### src/rtl/mem_port_ctrl.sv
// Memory port sequencer for the multicycle datapath: arbitrates instruction fetch
// against data load/store on the single memory port and times each access.
module mem_port_ctrl #(
  parameter int MEM_LAT    = 1,
  parameter int STARVE_MAX = 4
) (
  input  logic clk,
  input  logic reset,
  input  logic fetch_req,
  input  logic data_req,
  input  logic data_we,
  output logic fetch_gnt,
  output logic data_gnt,
  output logic IorD,
  output logic mem_rd,
  output logic mem_wr,
  output logic ir_write,
  output logic mdr_write,
  output logic fetch_done,
  output logic data_done,
  output logic busy
);

  // state  | meaning
  // S_IDLE | port free, arbitrating fetch_req / data_req
  // S_ACC  | command cycle: grant pulse plus read or write strobe
  // S_WAIT | memory wait states, wait_cnt counting down
  // S_DONE | data valid / write complete: IR or MDR load, done pulse
  localparam logic [1:0] S_IDLE = 2'd0;
  localparam logic [1:0] S_ACC  = 2'd1;
  localparam logic [1:0] S_WAIT = 2'd2;
  localparam logic [1:0] S_DONE = 2'd3;

  localparam int              SW         = $clog2(STARVE_MAX + 1);
  localparam logic [SW-1:0]   STARVE_TOP = SW'(STARVE_MAX);
  localparam logic [3:0]      LAT_M1     = 4'(MEM_LAT - 1);

  logic [1:0]    state;
  logic [3:0]    wait_cnt;
  logic [SW-1:0] starve_cnt;
  logic          sel_data;
  logic          sel_store;
  logic          starved;
  logic          pick_data;
  logic          pick_fetch;

  // Data normally wins; a fetch that has watched STARVE_MAX data grants goes next.
  assign starved    = fetch_req && (starve_cnt == STARVE_TOP);
  assign pick_data  = data_req && !starved;
  assign pick_fetch = fetch_req && !pick_data;

  // Outputs are registered alongside the state they belong to.
  always_ff @(posedge clk) begin
    if (reset) begin
      state      <= S_IDLE;
      wait_cnt   <= '0;
      starve_cnt <= '0;
      sel_data   <= 1'b0;
      sel_store  <= 1'b0;
      fetch_gnt  <= 1'b0;
      data_gnt   <= 1'b0;
      IorD       <= 1'b0;
      mem_rd     <= 1'b0;
      mem_wr     <= 1'b0;
      ir_write   <= 1'b0;
      mdr_write  <= 1'b0;
      fetch_done <= 1'b0;
      data_done  <= 1'b0;
      busy       <= 1'b0;
    end else begin
      fetch_gnt  <= 1'b0;
      data_gnt   <= 1'b0;
      mem_rd     <= 1'b0;
      mem_wr     <= 1'b0;
      ir_write   <= 1'b0;
      mdr_write  <= 1'b0;
      fetch_done <= 1'b0;
      data_done  <= 1'b0;
      case (state)
        S_IDLE: begin
          if (pick_data || pick_fetch) begin
            state     <= S_ACC;
            busy      <= 1'b1;
            sel_data  <= pick_data;
            sel_store <= pick_data && data_we;
            IorD      <= pick_data;
            fetch_gnt <= pick_fetch;
            data_gnt  <= pick_data;
            mem_wr    <= pick_data && data_we;
            mem_rd    <= !(pick_data && data_we);
            wait_cnt  <= LAT_M1;
            if (pick_fetch || !fetch_req)
              starve_cnt <= '0;
            else if (starve_cnt != STARVE_TOP)
              starve_cnt <= starve_cnt + SW'(1);
          end
        end
        S_ACC, S_WAIT: begin
          if (wait_cnt == 4'd0) begin
            state      <= S_DONE;
            ir_write   <= !sel_data;
            fetch_done <= !sel_data;
            mdr_write  <= sel_data && !sel_store;
            data_done  <= sel_data;
          end else begin
            state    <= S_WAIT;
            wait_cnt <= wait_cnt - 4'd1;
          end
        end
        S_DONE: begin
          state <= S_IDLE;
          busy  <= 1'b0;
          IorD  <= 1'b0;
        end
        default: begin
          state <= S_IDLE;
          busy  <= 1'b0;
          IorD  <= 1'b0;
        end
      endcase
    end
  end

endmodule
### config.mk
export PLATFORM = sky130hd
export DESIGN_NAME = mem_port_ctrl
export DESIGN_NICKNAME = d
export VERILOG_FILES = /design/src/rtl/mem_port_ctrl.sv
export SDC_FILE = /design/constraint.sdc
export NUM_CORES = 1
export LEC_CHECK = 0
export ABC_AREA = 1
export BUFFER_PORTS_ARGS = -buffer_cell sky130_fd_sc_hd__clkbuf_2
export CORE_MARGIN = 4
export CORE_UTILIZATION = 40
export CTS_CLUSTER_SIZE = 40
export DETAILED_ROUTE_END_ITERATION = 10
export SYNTH_ARGS = -nofsm -noshare
export SYNTH_HDL_FRONTEND = slang
export SYNTH_SLANG_ARGS = --single-unit
### constraint.sdc
create_clock -name clk -period 3.9 [get_ports clk]
set_input_delay 0.78 -clock clk [delete_from_list [all_inputs] [get_ports clk]]
set_output_delay 0.78 -clock clk [all_outputs]
set_load 0.05 [all_outputs]
==> metrics.csv, run 1 <==
stage,metric,value,unit
timing,actual slew at the worst max-slew pin,0.378,ns
logic_synthesis,synthesized-area fraction occupied by adder cells,7.15,%
finish,biggest regs,"wait_cnt (4), starve_cnt (3), state (2)",
setup_path,CP max-delay cell,dfxtp_1,
setup_path,Reg2Reg Depth,8,
drt,drt wl/cell,9.55,µm
finish,max reg flops,4,
grt,first-pass GRT wire length,2740,µm
finish,Layout Nets,141,
grt,number of global-route vias before repair,641,
timing,Final Hold Fails,0,
floorplan,CORE AREA,2020,µm²
finish,Filler Cell Count,205,
logic_synthesis,Yosys reg bits,20,
status,status,finished clean,
power,Worst VDD drop,0.480,mV
timing,"Slew Viols, Final",0,
worst_hold_path,hold crit path type,reg -> reg,
place,Port Buf Inserts,14,
drt,First DRT Iteration DRCs,9,
clock_network,CTS tree,built,
logic_synthesis,Post-Syn Area,875,µm²
drt,Routed Antenna Nets,0,
floorplan,die area,3000,µm²
power,Clock power frac,11.0,%
clock_network,clock transition at the registers of the reported paths,0.10,ns
floorplan,row count,16,
logic_synthesis,main combinational cell family by area after synthesis,simple AND/OR/NAND/NOR gates,
timing,unrepaired setup endpoints after global routing,false,
logic_synthesis,most area-hungry cell type in the Yosys netlist,dfxtp_1,
grt,initial antenna violation count,0,
timing,max frequency,590,MHz
drt,vias per inst,4.67,
clock_network,CTS sink cnt,20,
logic_synthesis,post-synthesis xor/xnor area fraction,1.00,%
setup_path,worst path cell trace,clkbuf_2,
drt,Vias,729,
floorplan,Die Y,54.8,µm
grt,gr ovfl total,0,
power,Switch Pwr,0.391,mW
finish,most frequent cells in the layout,"25 x nand2_1, 20 x dfxtp_1, 14 x clkbuf_2",
timing,setup TNS,0,ns
timing,final setup skew,0.00526,ns
logic_synthesis,Cells after Synth,114,
finish,Layout area overhead,13.2,%
logic_synthesis,synth unique cells,20,
finish,layout cells sized above 1,20.2,%
finish,ANT cells,0,
setup_path,Critical Path Source Type,register,
logic_synthesis,post-synthesis compound-gate area fraction,11.0,%
logic_synthesis,top cell type's share of synthesized area,45.8,%
logic_synthesis,multiplexer area fraction after synthesis,0,%
setup_path,Critical Path AT,0.91,ns
timing,setup violators final,0,
clock_network,post_cts resized,0,
drt,drt first pass iters,3,
logic_synthesis,simple-gate area share of the yosys netlist,26.5,%
floorplan,Top Ports,15,
setup_path,R2R Setup Slk,2.48,ns
clock_network,CTS H-Tree Depth,1,
finish,"commonest non-fill, non-tap cell in the layout",nand2_1,
clock_network,Post-CTS Setup Bufs,0,
power,pwr/cell area,829,nW/µm²
setup_path,Worst setup EP type,output port,
timing,min cycle time layout,1.69,ns
power,Leakage,0.467,nW
power,register share of total power,35.3,%
place,global placer's final weighted congestion,0.769,
floorplan,die width,54.8,µm
timing,worst rel slew slack,74.6,%
clock_network,CTS max path bufs,2,
setup_path,"delay-heaviest family, CP",flip-flops,
place,detailed placement HPWL,1210,µm
power,Tot Pwr,0.821,mW
power,proportion of power drawn by combinational gates,53.7,%
worst_hold_path,WHS Path Cells,1,
setup_path,Worst Path Buf+Inv,1,
setup_path,required time of the worst setup path,3.12,ns
drt,Residual DRC,0,
logic_synthesis,synth top area cells,"dfxtp_1 46%, nand2_1 11%, ha_1 7.2%, a21oi_1 5.7%, inv_1 5.6%",
logic_synthesis,Syn Nets,124,
job,max cap viols,0,
setup_path,WS Path Type,reg -> out,
setup_path,max incr delay on CP,0.35,ns
grt,GRT Overall Usage,13.0,%
drt,Post-Route WL,1490,µm
grt,largest net degree at the start of global routing,11,
logic_synthesis,register area share after synthesis,45.8,%
power,internal power,0.429,mW
floorplan,Initial Utilization,43.3,%
clock_network,"Clk Latency, worst-skew pair",0.29,ns
timing,Final period util,43.5,%
clock_network,CTS root buffer,clkbuf_4,
logic_synthesis,Syn Area/Cell,7.67,µm²
finish,register bank with the most flops,wait_cnt,
setup_path,Levels on crit path,1,
clock_network,# hold bufs at CTS,0,
setup_path,Crit Path Max Fanout,2,
logic_synthesis,YS warnings,0,
power,Sw Share,47.7,%
clock_network,total CTS buffers,3,
==> area by class of cell <==
type                    count  area (µm²)  share of cell area [%]
multi-input cells          75         399                    40.3
well taps                  27        33.8                    3.41
flip-flops and latches     20         400                    40.5
repair buffers             14        70.1                    7.08
clock buffers               3        22.5                    2.28
inverters                  17        63.8                    6.45
==> through the flow <==
stage / hold slack (ns) / instance area (µm²) / setup slack, ns / cells / util [%]
3_5_place_dp: 0.418 / 967 / 2.24 / 153 / 47.8
3_3_place_gp: 0.415 / 967 / 2.27 / 153 / 47.8
5_1_grt: 0.444 / 990 / 2.13 / 156 / 48.9
6_report: 0.428 / 990 / 2.21 / 156 / 48.9
2_1_floorplan: 0.402 / 875 / 2.23 / 114 / -
4_1_cts: 0.433 / 990 / 2.19 / 156 / 48.9
==> power by group through the flow <==
stage / sequential (mW) / clock, mW / combinational [mW]
finish: 0.290 / 0.0900 / 0.441
global route: 0.298 / 0.105 / 0.506
CTS: 0.290 / 0.0949 / 0.448
detailed placement: 0.295 / 0 / 0.447
global placement: 0.293 / 0 / 0.443
floorplan: 0.355 / 0 / 0.302
==> kinds of logic (layout without fill, tap and decap cells) <==
logic type,count (synthesis),count (layout)
simple gates,51,51
xor+xnor,1,1
buf+inv,19,34
compound gates,18,18
fa+ha+maj,5,5
flops,20,20
==> metal layers <==
| metal | part of all wire (%) | wire length (µm) | GRT usage, % |
|---|---|---|---|
| met5 | 0 | 0 | 0 |
| met2 | 42 | 626 | 18.3 |
| met4 | 0.54 | 8 | 4.98 |
| met1 | 52 | 768 | 17.1 |
| met3 | 5.8 | 86 | 5.72 |
==> worst paths after layout <==
path,start,end
hold / removal,sel_store,mdr_write
setup reg to reg,state[0],wait_cnt[0]
setup / recovery,busy,busy
hold reg to reg,sel_store,mdr_write
==> Yosys cell counts <==
cell	number
nor3_1	3
nand2_1	25
clkbuf_1	1
nor2_1	9
inv_1	13
nand4_1	3
ha_1	5
nand3_2	1
nand2_2	2
nand3_1	6
dfxtp_1	20
o21ai_1	5
a21oi_1	10
xor2_1	1
buf_4	1
nor2_2	1
o22ai_1	1
nor2_4	1
o211ai_1	2
inv_2	4
No activity file was read; power rests on OpenSTA's default activity.
==> inputs of run 2 (changes only) <==
==> constraint.sdc (replaced) <==
create_clock -name clk -period 1.4 [get_ports clk]
set_input_delay 0.28 -clock clk [delete_from_list [all_inputs] [get_ports clk]]
set_output_delay 0.28 -clock clk [all_outputs]
set_load 0.05 [all_outputs]
==> run 2 against run 1 <==
  * Clock-buffer cell count is the same
  * Clock power grew to 2.9 times the previous value
  * Sequential share of layout area down 1.4 points
  * Critical path depth increased by 6
  * Non-clock buffer count is 2 higher
  * Core utilization rose by 2.0 points
  * Cell count is 1.3% higher
  * Wire length is 8.8% higher
  * Via count increased by 0.55%
  * Total power grew to 3.1 times the previous value
  * Cell area rose by 4.2%
  * Global-route usage increased by 0.83 points
  * Critical path type is now reg -> reg
  * Critical endpoint is now mdr_write
  * Largest cell class is now multi-input combinational cells
==> metrics.csv, run 2 (synthesis gave the netlist of run 1 again) <==
stage,metric,value,unit,change
status,status,finished clean,,unchanged
finish,storage element area,403,µm²,was 400 µm²
drt,Routed Antenna Nets,0,,unchanged
clock_network,CTS tree,built,,unchanged
job,max cap viols,0,,unchanged
finish,Filler Cell Count,206,,was 205
finish,biggest regs,"wait_cnt (4), starve_cnt (3), state (2)",,unchanged
setup_path,endpoint of the worst-slack reg-to-reg timing path,mdr_write,,was wait_cnt[0]
power,internal power,1.32,mW,was 0.429 mW
timing,final setup skew,0.00598,ns,was 0.00526 ns
drt,met2 wire length,674,µm,was 626 µm
clock_network,"Clk Latency, worst-skew pair",0.29,ns,about the same
power,register share of total power,32.4,%,was 35.3%
setup_path,Worst setup EP type,register,,was output port
clock_network,total CTS buffers,3,,unchanged
clock_network,CTS H-Tree Depth,1,,unchanged
finish,max reg flops,4,,unchanged
finish,Layout area overhead,17.9,%,was 13.2%
power,Leakage,0.478,nW,was 0.467 nW
floorplan,Initial Utilization,43.3,%,unchanged
clock_network,CTS max path bufs,2,,unchanged
drt,DR WL met3,64,µm,was 86 µm
clock_network,CTS root buffer,clkbuf_4,,unchanged
drt,Post-Route WL,1620,µm,was 1490 µm
drt,Residual DRC,0,,unchanged
drt,met1 WL,847,µm,was 768 µm
clock_network,clock transition at the registers of the reported paths,0.11,ns,was 0.10 ns
timing,setup violators final,0,,unchanged
setup_path,Critical Path Source Type,register,,unchanged
timing,min cycle time layout,1.33,ns,
setup_path,R2R Setup Slk,0.07,ns,was 2.48 ns
floorplan,row count,16,,unchanged
setup_path,Critical Path AT,1.55,ns,was 0.91 ns
finish,Layout Nets,143,,was 141
drt,Vias,733,,was 729
finish,Final Util,51.0,%,was 48.9%
place,dpl cells,154,,was 153
setup_path,RR Startpoint,state[1],,was state[0]
finish,"commonest non-fill, non-tap cell in the layout",nand2_1,,unchanged
worst_hold_path,WHS Path Cells,2,,was 1
power,Sw Share,47.4,%,was 47.7%
setup_path,WS Path Type,reg -> reg,,was reg -> out
grt,first-pass GRT wire length,2920,µm,was 2740 µm
power,Clock power frac,10.5,%,was 11.0%
grt,gr ovfl total,0,,unchanged
finish,area of the multi-input gates,423,µm²,was 399 µm²
drt,top sig layer,met4,,unchanged
grt,largest net degree at the start of global routing,11,,unchanged
setup_path,end point of the critical path,mdr_write,,was busy
timing,unrepaired setup endpoints after global routing,true,,was false
setup_path,required time of the worst setup path,1.62,ns,was 3.12 ns
finish,most frequent cells in the layout,"24 x nand2_1, 18 x dfxtp_1, 14 x clkbuf_2",,"was 25 x nand2_1, 20 x dfxtp_1, 14 x clkbuf_2"
place,detailed placement HPWL,1230,µm,was 1210 µm
grt,number of global-route vias before repair,709,,was 641
setup_path,Setup crit start,state[1],,was busy
timing,worst rel slew slack,75.1,%,was 74.6%
place,Port Buf Inserts,14,,unchanged
setup_path,Reg2Reg Depth,7,,was 8
finish,ANT cells,0,,unchanged
grt,GRT Overall Usage,13.8,%,was 13.0%
timing,Final period util,95.2,%,
finish,register bank with the most flops,wait_cnt,,unchanged
clock_network,CTS sink cnt,20,,unchanged
drt,drt wl/cell,10.3,µm,was 9.55 µm
timing,max frequency,750,MHz,
power,proportion of power drawn by combinational gates,57.2,%,was 53.7%
power,Tot Pwr,2.52,mW,was 0.821 mW
floorplan,die width,54.8,µm,unchanged
timing,Final Hold Fails,0,,unchanged
drt,vias per inst,4.64,,was 4.67
floorplan,Die Y,54.8,µm,unchanged
power,Switch Pwr,1.19,mW,was 0.391 mW
drt,drt first pass iters,4,,was 3
setup_path,Crit Path Max Fanout,3,,was 2
grt,initial antenna violation count,0,,unchanged
worst_hold_path,hold crit path type,in -> reg,,was reg -> reg
finish,layout cells sized above 1,26.7,%,was 20.2%
finish,Finished Layout Cells,158,,was 156
floorplan,die area,3000,µm²,unchanged
place,global placer's final weighted congestion,0.756,,was 0.769
timing,"Slew Viols, Final",0,,unchanged
floorplan,CORE AREA,2020,µm²,unchanged
drt,First DRT Iteration DRCs,15,,was 9
timing,actual slew at the worst max-slew pin,0.371,ns,was 0.378 ns
power,pwr/cell area,2440,nW/µm²,was 829 nW/µm²
power,Worst VDD drop,1.13,mV,was 0.480 mV
floorplan,Top Ports,15,,unchanged
## run 2: power groups by stage
stage,registers (mW),clock network (mW),logic [mW]
finish,0.814,0.263,1.44
global route,0.836,0.305,1.62
CTS,0.807,0.283,1.31
detailed placement,0.820,0,1.29
global placement,0.815,0,1.27
floorplan,0.990,0,0.841
## run 2: critical path, stage by stage (launching register included)
cell     delay [ns]
dfxtp_2        0.36
inv_1          0.05
ha_2           0.34
inv_2          0.04
nor2_1         0.10
nand2_2        0.11
buf_4          0.16
nor3_1         0.12
## run 2: area by class of cell
class,count,area share (%)
Timing Repair Buffer,16,8.25
Inverter,17,6.19
Multi-Input combinational cell,75,41.0
Sequential cell,20,39.1
Clock buffer,3,2.18
Tap cell,27,3.28
## run 2: per-stage QoR
step / cell area (µm²) / setup slack (ns) / TNS [ns] / hold WS (ns)
after floorplan: 875 / 0.121 / 0 / 0.376
after global placement: 975 / 0.0598 / 0 / 0.412
after detailed placement: 975 / 0.0187 / 0 / 0.409
after CTS: 1000 / 0.0339 / 0 / 0.153
after global routing: 1030 / -0.0168 / -0.0168 / 0.170
final: 1030 / 0.0669 / 0 / 0.172
## run 2: how the worst min path moves through the flow
stage / end / start / slack [ns]
after floorplan: mem_rd / data_we / 0.38
after global placement: fetch_done / sel_data / 0.41
after detailed placement: fetch_done / sel_data / 0.41
after CTS: mem_rd / data_we / 0.15
after global routing: mem_rd / data_we / 0.17
final: mem_rd / data_we / 0.17
## run 2: what timing repair did
action                                 CTS  global route
resized for setup                        1             7
endpoints found under the hold margin    0             0
pin swaps                                0             1
hold buffers                             0             0
setup endpoints to repair                3            14
setup buffers                            0             1
## run 2: metal layers
layer / track usage [%] / vias up
met5: 0 / -
met2: 20.1 / 11
met1: 18.0 / 316
li1: - / 402
met3: 3.27 / 4
met4: 8.71 / 0
==> inputs of run 3 (changes only) <==
--- a/config.mk
+++ b/config.mk
@@ -7,10 +7,14 @@
 export LEC_CHECK = 0
 export ABC_AREA = 1
 export BUFFER_PORTS_ARGS = -buffer_cell sky130_fd_sc_hd__clkbuf_2
+export CELL_PAD_IN_SITES_DETAIL_PLACEMENT = 1
+export CELL_PAD_IN_SITES_GLOBAL_PLACEMENT = 2
 export CORE_MARGIN = 4
-export CORE_UTILIZATION = 40
+export CORE_UTILIZATION = 27
 export CTS_CLUSTER_SIZE = 40
 export DETAILED_ROUTE_END_ITERATION = 10
+export PLACE_DENSITY_LB_ADDON = 0.1
+export SETUP_SLACK_MARGIN = 0.3
 export SYNTH_ARGS = -nofsm -noshare
 export SYNTH_HDL_FRONTEND = slang
 export SYNTH_SLANG_ARGS = --single-unit
==> run 3 against run 2 <==
  * Clock power grew 87%
  * Critical endpoint is now starve_cnt[0]
  * Via count rose by 16%
  * Setup slack improved by 0.11 ns
  * Critical path depth is the same
==> metrics.csv, run 3 (synthesis gave the netlist of run 1 again) <==
stage,metric,value,unit,change
clock_network,CTS sink cnt,20,,unchanged
setup_path,RR Startpoint,state[1],,unchanged
power,Worst VDD drop,1.49,mV,was 1.13 mV
timing,final setup skew,0.00777,ns,was 0.00598 ns
setup_path,Worst Path Buf+Inv,2,,was 3
setup_path,WS Path Type,reg -> reg,,unchanged
finish,Layout Nets,155,,was 143
setup_path,"delay-heaviest family, CP",flip-flops,,unchanged
drt,Vias,848,,was 733
setup_path,Worst setup EP type,register,,unchanged
worst_hold_path,hold crit path type,in -> reg,,unchanged
grt,largest net degree at the start of global routing,13,,was 11
timing,Final Hold Fails,0,,unchanged
drt,Routed Antenna Nets,0,,unchanged
grt,GRT Overall Usage,12.7,%,was 13.8%
setup_path,max incr delay on CP,0.34,ns,was 0.36 ns
job,max cap viols,0,,unchanged
setup_path,worst path cell trace,inv_2 -> ha_4 -> inv_4 -> nor2_4 -> o21ai_1 -> nand2_1 -> a21oi_1,,was inv_1 -> ha_2 -> inv_2 -> nor2_1 -> nand2_2 -> buf_4 -> nor3_1
grt,initial antenna violation count,0,,unchanged
clock_network,clock transition at the registers of the reported paths,0.13,ns,was 0.11 ns
finish,"commonest non-fill, non-tap cell in the layout",nand2_1,,unchanged
floorplan,die width,64.9,µm,was 54.8 µm
setup_path,Reg2Reg Depth,7,,unchanged
drt,drt wl/cell,12.1,µm,was 10.3 µm
timing,Final period util,87.6,%,was 95.2%
drt,Post-Route WL,2280,µm,was 1620 µm
timing,actual slew at the worst max-slew pin,0.272,ns,was 0.371 ns
setup_path,Critical Path Source Type,register,,unchanged
timing,setup TNS,0,ns,unchanged
setup_path,R2R Setup Slk,0.17,ns,was 0.07 ns
finish,ANT cells,0,,unchanged
clock_network,"Clk Latency, worst-skew pair",0.32,ns,was 0.29 ns
grt,first-pass GRT wire length,4210,µm,was 2920 µm
timing,setup violators final,0,,unchanged
timing,worst rel slew slack,81.8,%,was 75.1%
timing,min cycle time layout,1.23,ns,was 1.33 ns
finish,register bank with the most flops,wait_cnt,,unchanged
worst_hold_path,min-delay src,data_we,,unchanged
setup_path,CP max-delay cell,dfxtp_2,,unchanged
floorplan,row count,20,,was 16
power,Tot Pwr,3.46,mW,was 2.52 mW
timing,unrepaired setup endpoints after global routing,true,,unchanged
finish,area of the multi-input gates,499,µm²,was 423 µm²
drt,Residual DRC,0,,unchanged
finish,biggest regs,"wait_cnt (4), starve_cnt (3), state (2)",,unchanged
finish,most frequent cells in the layout,"22 x nand2_1, 13 x buf_4, 12 x dfxtp_2",,"was 24 x nand2_1, 18 x dfxtp_1, 14 x clkbuf_2"
finish,max reg flops,4,,unchanged
floorplan,Top Ports,15,,unchanged
setup_path,required time of the worst setup path,1.62,ns,about the same
power,pwr/cell area,2490,nW/µm²,was 2440 nW/µm²
clock_network,CTS max path bufs,2,,unchanged
finish,layout cells sized above 1,50.7,%,was 26.7%
clock_network,CTS root buffer,clkbuf_4,,unchanged
place,detailed placement HPWL,1560,µm,was 1230 µm
power,Leakage,0.607,nW,was 0.478 nW
grt,gr ovfl total,0,,unchanged
setup_path,Crit Path Max Fanout,7,,was 3
finish,storage element area,419,µm²,was 403 µm²
floorplan,die area,4210,µm²,was 3000 µm²
worst_hold_path,hold endpoint,mem_rd,,unchanged
setup_path,Critical Path AT,1.45,ns,was 1.55 ns
clock_network,CTS H-Tree Depth,1,,unchanged
drt,First DRT Iteration DRCs,25,,was 15
place,global placer's final weighted congestion,0.736,,was 0.756
timing,max frequency,816,MHz,was 750 MHz
finish,Filler Cell Count,363,,was 206
floorplan,Initial Utilization,28.4,%,was 43.3%
finish,Layout area overhead,59.1,%,was 17.9%
timing,"Slew Viols, Final",0,,unchanged
floorplan,CORE AREA,3080,µm²,was 2020 µm²
timing,hold slack final,0.134,ns,was 0.172 ns
worst_hold_path,WHS Path Cells,2,,unchanged
clock_network,total CTS buffers,3,,unchanged
status,status,finished clean,,unchanged
clock_network,CTS tree,built,,unchanged
floorplan,Die Y,64.9,µm,was 54.8 µm
drt,drt first pass iters,4,,unchanged
setup_path,endpoint of the worst-slack reg-to-reg timing path,starve_cnt[0],,was mdr_write
drt,vias per inst,4.51,,was 4.64
clock_network,# hold bufs at CTS,0,,unchanged
place,Port Buf Inserts,14,,unchanged
grt,number of global-route vias before repair,889,,was 709
## run 3: cell types whose count changed in the layout (fill, tap and decap cells not counted), sizes merged
| cell | change |
|---|---|
| buf | +20 |
| bufinv | +1 |
| clkbuf | -8 |
## run 3: worst max path at each step
stage	start	to	slack, ns	cells past startpoint
global route	state[0]	wait_cnt[1]	0.09	8
finish	state[1]	starve_cnt[0]	0.17	7
floorplan	state[0]	wait_cnt[1]	0.23	8
detailed placement	state[1]	wait_cnt[3]	0.09	8
CTS	state[1]	wait_cnt[3]	0.18	8
global placement	state[0]	wait_cnt[2]	0.11	8
## run 3: worst reg2reg max path: stages (launching register included)
cell and delay [ns]:
dfxtp_2 0.34, inv_2 0.06, ha_4 0.19, inv_4 0.06, nor2_4 0.19, o21ai_1 0.11, nand2_1 0.13, a21oi_1 0.06
## run 3: what timing repair did
item,4_1_cts,5_1_grt
buffers inserted,9,4
resized for setup,45,20
cloned,0,0
endpoints found under the setup margin,29,30
pin swaps,13,5
## run 3: final cells by class
cell class              instances  share of cell area (%)
multi-input cells              75                    35.9
flip-flops and latches         20                    30.1
well taps                      44                    3.96
repair buffers                 28                    21.5
clock buffers                   3                    1.62
inverters                      17                    4.77
clock inverters                 1                    2.16
## run 3: per-stage QoR
step | utilization [%] | area, µm² | cells | setup WS (ns)
2_1_floorplan | - | 891 | 114 | 0.234
3_3_place_gp | 32.9 | 1010 | 171 | 0.113
3_5_place_dp | 32.9 | 1010 | 171 | 0.0943
4_1_cts | 42.0 | 1290 | 184 | 0.182
5_1_grt | 45.2 | 1390 | 188 | 0.0936
6_report | 45.2 | 1390 | 188 | 0.174
## run 3: report_power, final
part / switching, mW / internal, mW / total [mW] / leakage, nW
clock network: 0.201 / 0.290 / 0.491 / 0.0279
registers: 0.116 / 0.744 / 0.860 / 0.169
logic: 1.16 / 0.951 / 2.11 / 0.410
## run 3: routing by layer
layer / track usage (%) / wire length (µm) / up-vias
met5: 0 / 0 / -
met4: 3.96 / 36 / 0
met3: 2.60 / 80 / 5
met2: 21.2 / 1100 / 11
met1: 16.4 / 1070 / 406
li1: - / - / 426
